==> config.mk <==
export PLATFORM = sky130hd
export DESIGN_NAME = fifo8x9_ctrl
export DESIGN_NICKNAME = d
export VERILOG_FILES = /design/src/rtl/fifo8x9_ctrl.sv
export SDC_FILE = /design/constraint.sdc
export NUM_CORES = 1
export LEC_CHECK = 0
export CORE_MARGIN = 4
export CORE_UTILIZATION = 47
export CTS_BUF_LIST = sky130_fd_sc_hd__clkbuf_4
export CTS_CLUSTER_SIZE = 30
export DETAILED_ROUTE_END_ITERATION = 8
export GPL_TIMING_DRIVEN = 0
export PLACE_DENSITY = 0.82
export SLEW_MARGIN = 20
export SYNTH_ARGS = -nofsm -noshare
export SYNTH_HDL_FRONTEND = slang
export SYNTH_SLANG_ARGS = --single-unit
==> constraint.sdc <==
create_clock -name clk -period 2.2 [get_ports clk]
set_input_delay 0.44 -clock clk [delete_from_list [all_inputs] [get_ports clk]]
set_output_delay 0.44 -clock clk [all_outputs]
set_load 0.02 [all_outputs]
==> src/rtl/fifo8x9_ctrl.sv <==
// Push/pop sequencer for the 8x9 FIFO storage block: drives its pointer strobes and shadows pointers/count.
// Optional sticky overflow/underflow flags are built when FIFO8X9_CTRL_ERR_EN is defined.
module fifo8x9_ctrl #(
    parameter int DEPTH  = 8,
    parameter int ADDR_W = 3
) (
    input  logic              clk,
    input  logic              rst,
    input  logic              push_req,
    input  logic              pop_req,
    input  logic              flush,
    output logic              push_ack,
    output logic              pop_ack,
    output logic              wren,
    output logic              WrInc,
    output logic              rden,
    output logic              RdInc,
    output logic              WrPtrClr,
    output logic              RdPtrClr,
    output logic [ADDR_W-1:0] wr_ptr,
    output logic [ADDR_W-1:0] rd_ptr,
    output logic [ADDR_W:0]   count,
    output logic              full,
    output logic              empty,
    output logic              err_ovf,
    output logic              err_udf,
    output logic [1:0]        state_dbg
);

    typedef enum logic [1:0] {
        IDLE = 2'd0,
        WR   = 2'd1,
        RD   = 2'd2,
        CLR  = 2'd3
    } state_t;

    state_t state;
    logic   last_op_wr;
    logic   can_push;
    logic   can_pop;

    // Handshake: push_req/pop_req are levels held by the requester until the
    // matching ack; each ack is a one-cycle pulse in the WR/RD cycle and the
    // transfer happens on the edge that closes that cycle.  A request dropped
    // before its ack is not served.
    assign can_push = push_req && !full;
    assign can_pop  = pop_req && !empty;

    assign full  = (count == (ADDR_W+1)'(DEPTH));
    assign empty = (count == '0);

    always_ff @(posedge clk or posedge rst) begin
        if (rst) begin
            state      <= IDLE;
            wr_ptr     <= '0;
            rd_ptr     <= '0;
            count      <= '0;
            last_op_wr <= 1'b0;
        end else begin
            case (state)
                IDLE: begin
                    if (flush)
                        state <= CLR;
                    else if (can_push && can_pop)
                        state <= last_op_wr ? RD : WR;
                    else if (can_push)
                        state <= WR;
                    else if (can_pop)
                        state <= RD;
                end
                WR: begin
                    wr_ptr     <= wr_ptr + ADDR_W'(1);
                    count      <= count + (ADDR_W+1)'(1);
                    last_op_wr <= 1'b1;
                    state      <= IDLE;
                end
                RD: begin
                    rd_ptr     <= rd_ptr + ADDR_W'(1);
                    count      <= count - (ADDR_W+1)'(1);
                    last_op_wr <= 1'b0;
                    state      <= IDLE;
                end
                CLR: begin
                    wr_ptr <= '0;
                    rd_ptr <= '0;
                    count  <= '0;
                    state  <= IDLE;
                end
                default: state <= IDLE;
            endcase
        end
    end

    // Moore decode: strobes depend on the state register alone.
    assign wren      = (state == WR);
    assign WrInc     = (state == WR);
    assign push_ack  = (state == WR);
    assign rden      = (state == RD);
    assign RdInc     = (state == RD);
    assign pop_ack   = (state == RD);
    assign WrPtrClr  = (state == CLR);
    assign RdPtrClr  = (state == CLR);
    assign state_dbg = state;

`ifdef FIFO8X9_CTRL_ERR_EN
    always_ff @(posedge clk or posedge rst) begin
        if (rst) begin
            err_ovf <= 1'b0;
            err_udf <= 1'b0;
        end else if (state == IDLE) begin
            if (flush) begin
                err_ovf <= 1'b0;
                err_udf <= 1'b0;
            end else begin
                if (push_req && full)
                    err_ovf <= 1'b1;
                if (pop_req && empty)
                    err_udf <= 1'b1;
            end
        end
    end
`else
    assign err_ovf = 1'b0;
    assign err_udf = 1'b0;
`endif

endmodule

# Word-level counts from Yosys, hierarchy flattened
# Index checks and enable logic that the tools add are counted.
dict set report word_totals {
  register_bits 13
  inputBits 5
  out_inout_bits 24
  elab_cells 36
}
dict set report op_classes {
  n_addsub 4
  eq_ne 5
  mux 10
  n_reduce_logical 12
}
# operator n
set ops {}
lappend ops {{one-hot mux 3 bit (2 select lines)} 2}
lappend ops {{one-hot mux 4 bit (3 select lines)} 1}
lappend ops {{2-to-1 mux 2 bit} 5}
lappend ops {{adder 3 x 1 -> 3 bit, second input constant} 2}
lappend ops {{nonzero test 2 bit} 3}
lappend ops {{inequality test 5 bit, second input constant} 1}
lappend ops {{adder 4 x 1 -> 4 bit, second input constant} 1}
lappend ops {{== test 2 bit, second input constant} 2}
lappend ops {{== test 4 bit, second input constant} 1}
lappend ops {{zero test 4 bit} 1}
lappend ops {{one-hot mux 2 bit (2 select lines)} 1}
lappend ops {{subtractor 4 x 1 -> 4 bit, second input constant} 1}
lappend ops {{logical AND 1 bit} 3}
lappend ops {{nonzero test 3 bit} 1}
lappend ops {{OR reduction 3 bit} 1}
lappend ops {{== test 2 x 1 -> 1 bit, second input constant} 1}
lappend ops {{zero test 1 bit} 2}
lappend ops {{zero test 2 bit} 1}
lappend ops {{one-hot mux 1 bit (2 select lines)} 1}

# Logic depth before layout (Yosys ltp)
# Gate-level depths: netlist of run 1.
dict set report logic_depth {
  ltp_word 8
  depth_mapped 8
  depth_no_buf 7
}

# Worst setup path before layout of run 1
# OpenSTA, ideal clock, no wires.
dict set report synth_path {
  kind {flip-flop to flip-flop}
  from {reg state[0], in the netlist state_dbg[0]}
  to {reg count[3]}
  setup_ns 0.137
  arrival_ns 1.964
  required_ns 2.063
  path_slack_ns 0.098
  stages_incl_launch_ff 8
  synth_period_minus_slack_ns 2.102
  cell_sequence {dfrtp_1 -> inv_1 -> ha_1 -> ha_1 -> a31o_2 -> a22oi_1 -> o21a_1 -> o311ai_1}
}
dict set report synth_via {
  elab_chain_cells 2
  word_cells_on_any_way 5
  cone_classes {eq/ne: 3; mux: 1; reduce/logical: 1}
}
# element line
set synth_rtl {}
lappend synth_rtl {{start, declared} 37} ;# state_t state;
lappend synth_rtl {{start signal, assigned} 65} ;# state <= last_op_wr ? RD : WR;
lappend synth_rtl {{== test 2 bit *} -}
lappend synth_rtl {{net RdInc} 17} ;# output logic RdInc,
lappend synth_rtl {{one-hot mux 4 bit (3 select lines) or nonzero test 3 bit (tied branches)} -}
lappend synth_rtl {{end signal, assigned} 73} ;# count <= count + (ADDR_W+1)'(1);
lappend synth_rtl {{end signal, assigned} 79} ;# count <= count - (ADDR_W+1)'(1);
lappend synth_rtl {{end, declared} 22} ;# output logic [ADDR_W:0] count,
# The timed path passes the listed nets; every way through them passes the cells marked *.
# A chain may end at the register's enable or synchronous reset.

# Final worst setup path of run 1
dict set report layout_path {
  from {reg state[1], in the netlist state_dbg[1]}
  to {out WrPtrClr}
}
dict set report layout_via {
  elab_chain_cells 1
}
# element line
set layout_rtl {}
lappend layout_rtl {{== test 2 bit} 101} ;# assign WrPtrClr = (state == CLR);
lappend layout_rtl {{end, declared} 18} ;# output logic WrPtrClr,
# Every way passes these cells.

==> impl_metrics.py, run 1 <==
metrics = {
    "run_status": {
        "status": "complete, no violations",
    },
    "sta": {
        "drv_slew": 0,
        "finalSetupTns_ns": 0,
        "post-route-period-util": 0.9648,
        "finalSetupViolCount": 0,
        "slew-limit-headroom": 0.6624,
        "period_needed_ns": 2.123,
        "whs_ns": 0.4733,
        "hold_viol": 0,
        "worst_slew_pin_slew_ns": 0.5058,
        "skew_ns": 0.001725,
        "rsz0062_at_grt": "no",
        "fmaxAchievable_ghz": 0.4711,
    },
    "global_route": {
        "antenna_found_initial": 0,
        "overflow": 0,
        "grt_pass1_wl_um": 3429,
        "track_usage": 0.1739,
        "grt_pass1_vias": 808,
        "grt_start_max_net_pins": 14,
    },
    "synthesis": {
        "ys_warn_count": 0,
        "syn_avg_cell_area_um2": 9.785,
        "ys_seq_elements": 13,
        "ys_seq_area_frac": 0.3736,
        "ys_types": 29,
        "synthCells": 89,
        "synth_area_um2": 870.8,
    },
    "critical_path": {
        "cp-end-kind": "output port",
        "crit_chain": "ha_2 > buf_4 > clkdlybuf4s50_1",
        "crit_slowest_cell": "clkdlybuf4s50_1",
        "reg2reg_depth": 7,
        "arrival_ns": 1.68,
        "startpoint_type": "flip-flop",
        "worstSetupPathType": "reg -> out",
        "worstPathRequired_ns": 1.76,
        "cpPeakStageDelay_ns": 0.59,
        "path_max_fanout": 6,
    },
    "finish": {
        "fin_util": 0.6860,
        "final_cell_mix": "clkdlybuf4s50_1, dfrtp_1, nor2_1",
        "syn_to_final_growth_pct": 37.50,
        "n_antenna_cell": 0,
        "fin_area_um2": 1197,
        "nNetsFinal": 136,
        "final_common_cell": "clkdlybuf4s50_1",
        "drive_gt1_frac": 0.1583,
    },
    "clock_tree": {
        "cts_sinks": 13,
        "cts_buffers": 3,
        "htreeDepth": 1,
        "clockBufferDepth": 2,
        "post_cts_buffers": 0,
        "cts_hold_buf": 0,
        "clock_latency_ns": 0.28,
        "post_cts_resized": 9,
        "clkTransAtPathRegs_ns": 0.08,
        "clock-root-buffer": "clkbuf_4",
        "cts_tree": "built",
    },
    "placed_design": {
        "dp_hpwl_um": 1516,
        "port_buffers": 26,
        "placed_area_um2": 1166,
        "routabilityCongestion": 0.8732,
    },
    "route": {
        "dr.pass1.iters": 3,
        "maxUsedRoutingLayer": "met4",
        "drt-initial-drc-count": 3,
        "route.met2.wl_um": 1071,
        "wl_um": 1995,
        "routedWlPerCell_um": 13.76,
        "wl_met1_um": 810,
        "avgViaCountPerCell": 5.117,
        "wl_met3_um": 64,
        "drc": 0,
        "vias": 742,
        "postRouteAntennaNets": 0,
    },
    "power": {
        "pwr-share-clk": 0.083,
        "p_leak_nw": 0.6032,
        "p_int_mw": 1.087,
        "p_seq_frac": 0.242,
        "vdd_drop_max_mv": 0.7902,
        "p_per_area_nw_per_um2": 1691,
        "p_switching_mw": 0.9384,
        "power_frac_comb": 0.675,
        "netSwitchingFraction": 0.4634,
    },
    "floorplan": {
        "coreArea_um2": 1745,
        "die_w_um": 51.05,
        "pin_count": 29,
        "fp.dieArea_um2": 2606,
        "initial_core_util": 0.4989,
        "die_h_um": 51.05,
        "rows": 15,
    },
    "hold_path": {
        "hp-class": "in -> async",
    },
    "run": {
        "maxCapViolCount": 0,
    },
}
==> power groups by stage <==
stage | Sequential (mW) | Combinational, mW | Clock (mW)
after floorplan | 0.594 | 0.782 | 0
after global placement | 0.487 | 1.34 | 0
after detailed placement | 0.495 | 1.40 | 0
after CTS | 0.490 | 1.38 | 0.173
after global routing | 0.515 | 1.49 | 0.178
final | 0.490 | 1.37 | 0.167
==> final cells by class <==
type,instances,area (um2)
Sequential cell,13,325.3
Inverter,5,18.77
Clock buffer,4,30.03
Timing Repair Buffer,26,254.0
Buffer,11,75.07
Tap cell,25,31.28
Fill cell,155,548.0
Multi-Input combinational cell,61,462.9
==> cell families after synthesis <==
group                    Yosys count  synth area share
flip-flops                        13            0.3736
XOR/XNOR                           6           0.06034
AND/OR/NAND/NOR                   23            0.1351
buffers and inverters             16            0.1078
other                              1          0.004306
adder cells (fa/ha/maj)           10            0.1437
AO/OA/AOI/OAI                     17            0.1408
multiplexers                       3           0.03448
==> worst max-delay path, delay by kind of cell, from the launching register on <==
kind	cells	cell delay, ns
fa+ha+maj	1	0.26
flops	1	0.44
buf+inv	2	0.70
==> through the flow <==
stage	std cells	setup WS [ns]	total power, mW
floorplan	90	0.09837	1.377
global placement	141	0.06866	1.828
detailed placement	141	0.05139	1.899
CTS	145	0.01962	2.046
global route	145	0.001380	2.186
finish	145	0.07739	2.025
==> final timing paths <==
kind,end,startpoint,slack (ns)
min in group clk,last_op_wr,last_op_wr,0.55
worst max register to register,count[3],state_dbg[0],0.19
worst max-delay path,WrPtrClr,state_dbg[1],0.08
max in group asynchronous,state_dbg[0],rst,1.39
worst min-delay path,rd_ptr[1],rst,0.47
worst min register to register,last_op_wr,last_op_wr,0.55
==> per-layer routing <==
metal	up-vias	GRT usage
met5	-	0
met4	0	0.1211
met3	4	0.02624
met2	17	0.3090
met1	364	0.1861
li1	357	-
==> Yosys cell counts (all sizes together) <==
master / instances / area (um2)
a21o: 2 / 15.01
a21oi: 2 / 10.01
a22o: 2 / 17.52
a22oi: 2 / 15.01
a31o: 1 / 8.760
a31oi: 1 / 6.260
buf: 8 / 63.81
clkbuf: 3 / 11.26
conb: 1 / 3.750
dfrtp: 13 / 325.3
ha: 10 / 125.1
inv: 5 / 18.77
mux2i: 3 / 30.03
nand2: 5 / 18.77
nand2b: 2 / 12.51
nand3: 1 / 10.01
nor2: 10 / 37.54
nor3: 2 / 10.01
nor4: 1 / 6.260
nor4b: 1 / 8.760
o211ai: 1 / 7.510
o21a: 1 / 7.510
o21ai: 2 / 10.01
o311ai: 2 / 17.52
o31ai: 1 / 7.510
or4b: 1 / 13.76
xnor2: 2 / 17.52
xor2: 4 / 35.03
==> registers in the layout, summed over array words and instances, names as in the netlist <==
signal	flops
count	4
last_op_wr	1
rd_ptr	3
state_dbg	2
wr_ptr	3
(Power assumes the default switching activity.)
==> run 2: changes to the inputs <==
==> config.mk (replaced) <==
export PLATFORM = sky130hd
export DESIGN_NAME = fifo8x9_ctrl
export DESIGN_NICKNAME = d
export VERILOG_FILES = /design/src/rtl/fifo8x9_ctrl.sv
export SDC_FILE = /design/constraint.sdc
export NUM_CORES = 1
export LEC_CHECK = 0
export CORE_MARGIN = 4
export CORE_UTILIZATION = 44
export CTS_CLUSTER_SIZE = 30
export DETAILED_ROUTE_END_ITERATION = 8
export GPL_TIMING_DRIVEN = 0
export PLACE_DENSITY = 0.77
export SYNTH_ARGS = -nofsm -noshare
export SYNTH_HDL_FRONTEND = slang
export SYNTH_SLANG_ARGS = --single-unit
==> run 2 against run 1 <==
Net effect:
- hold slack better by 0.0015 ns
- flip-flop and latch count did not move
- cell count unchanged
- die area increased by 5.7%
- largest cell class unchanged
- sequential power hardly changed
- fmax grew 0.96%
- sequential share of layout area about the same
- critical path depth did not move
==> impl_metrics.py, run 2 (same netlist as run 1, synthesis figures left out) <==
metrics = {
    "run_status": {
        "status": "complete, no violations",
    },
    "critical_path": {
        "worstSetupPathType": "reg -> out",
        "path_buf_inv": 2,
        "critPathTopFamily": "buffers and inverters",
        "crit_chain": "ha_2 > buf_4 > clkdlybuf4s50_1",
        "crit_slowest_cell": "clkdlybuf4s50_1",
        "cp-end-kind": "output port",
        "worstPathRequired_ns": 1.76,
        "path_max_fanout": 5,
        "cpPeakStageDelay_ns": 0.59,
        "startpoint_type": "flip-flop",
        "arrival_ns": 1.66,
    },
    "floorplan": {
        "rows": 15,
        "initial_core_util": 0.4833,
        "die_w_um": 52.49,
        "coreArea_um2": 1802,
        "die_h_um": 52.49,
        "pin_count": 29,
        "fp.dieArea_um2": 2755,
    },
    "route": {
        "dr.pass1.iters": 4,
        "routedWlPerCell_um": 12.61,
        "wl_um": 1828,
        "drc": 0,
        "vias": 718,
        "postRouteAntennaNets": 0,
        "avgViaCountPerCell": 4.952,
        "drt-initial-drc-count": 4,
    },
    "power": {
        "power_frac_comb": 0.680,
        "vdd_drop_max_mv": 0.8550,
        "netSwitchingFraction": 0.4639,
        "p_int_mw": 1.074,
        "pwr-share-clk": 0.075,
        "p_per_area_nw_per_um2": 1667,
        "p_leak_nw": 0.6161,
        "p_switching_mw": 0.9289,
        "p_seq_frac": 0.246,
    },
    "finish": {
        "fin_area_um2": 1201,
        "regMostFlops": "count",
        "fin_util": 0.6667,
        "syn_to_final_growth_pct": 37.93,
        "final_cell_mix": "clkdlybuf4s50_1, dfrtp_1, nor2_1",
        "nNetsFinal": 136,
        "reg_top3": "count x4, rd_ptr x3, wr_ptr x3",
        "largest_reg_flops": 4,
        "final_common_cell": "clkdlybuf4s50_1",
        "drive_gt1_frac": 0.1750,
        "n_antenna_cell": 0,
        "stdcell_count": 145,
    },
    "global_route": {
        "antenna_found_initial": 0,
        "track_usage": 0.1554,
        "grt_start_max_net_pins": 14,
        "overflow": 0,
        "grt_pass1_vias": 710,
        "grt_pass1_wl_um": 3180,
    },
    "placed_design": {
        "placed_area_um2": 1166,
        "dp_hpwl_um": 1414,
        "routabilityCongestion": 0.8289,
        "dpl.cell_count": 141,
        "place_ws_ns": 0.07057,
        "port_buffers": 26,
    },
    "clock_tree": {
        "clkTransAtPathRegs_ns": 0.08,
        "cts_tree": "built",
        "htreeDepth": 1,
        "clock_latency_ns": 0.28,
        "cts_sinks": 13,
        "clock-root-buffer": "clkbuf_4",
        "clockBufferDepth": 2,
        "cts_buffers": 3,
    },
    "sta": {
        "rsz0062_at_grt": "no",
        "setup_slack_ns": 0.09760,
        "period_needed_ns": 2.102,
        "finalSetupTns_ns": 0,
        "post-route-period-util": 0.9556,
        "skew_ns": 0.001461,
        "hold_viol": 0,
        "fmaxAchievable_ghz": 0.4756,
        "drv_slew": 0,
        "finalSetupViolCount": 0,
    },
    "hold_path": {
        "hp-class": "in -> async",
    },
    "run": {
        "maxCapViolCount": 0,
    },
}
## run 2: stage by stage
stage	power (mW)	hold WS (ns)
after floorplan	1.377	0.3170
after global placement	1.833	0.5141
after detailed placement	1.891	0.5238
after CTS	2.022	0.4903
after global routing	2.186	0.5014
final	2.002	0.4748
## run 2: worst paths after layout
check                        startpoint  cells past startpoint           end  slack, ns
max                        state_dbg[0]                      3      WrPtrClr        0.1
min                                 rst                      2     wr_ptr[1]       0.47
max reg2reg                state_dbg[0]                      7      count[3]       0.20
min reg2reg                  last_op_wr                      2    last_op_wr       0.55
max in group asynchronous           rst                      2  state_dbg[1]       1.36
min in group clk             last_op_wr                      2    last_op_wr       0.55
## run 2: final cells by class
class                           count  area (um2)
Inverter                            5       18.77
Sequential cell                    13       326.6
Buffer                             11       76.32
Clock inverter                      1       5.005
Tap cell                           25       31.28
Clock buffer                        3       22.52
Timing Repair Buffer               26       257.7
Fill cell                         158       600.6
Multi-Input combinational cell     61       462.9
## run 2: worst reg2reg max path: stages, from the launching register on
cell      delay, ns
dfrtp_1        0.44
inv_1          0.13
ha_2           0.24
ha_1           0.36
a31o_2         0.26
a22oi_1        0.22
o21a_1         0.15
o311ai_1       0.08
## run 2: timing repair
item	CTS	global route
resized for setup	7	9
hold buffers	0	0
endpoints found under the setup margin	7	6
buffers inserted	0	0
## run 2: metal layers
metal / up-vias / wire, um / GRT usage
li1: 360 / - / -
met1: 332 / 793 / 0.1866
met2: 24 / 894 / 0.2645
met3: 2 / 130 / 0.06268
met4: 0 / 10 / 0.02128
met5: - / 0 / 0
## run 2: power groups by stage
stage / combinational [mW] / sequential (mW) / clock (mW)
2_1_floorplan: 0.782 / 0.594 / 0
3_3_place_gp: 1.35 / 0.486 / 0
3_5_place_dp: 1.40 / 0.493 / 0
4_1_cts: 1.38 / 0.491 / 0.151
5_1_grt: 1.50 / 0.518 / 0.169
6_report: 1.36 / 0.492 / 0.150
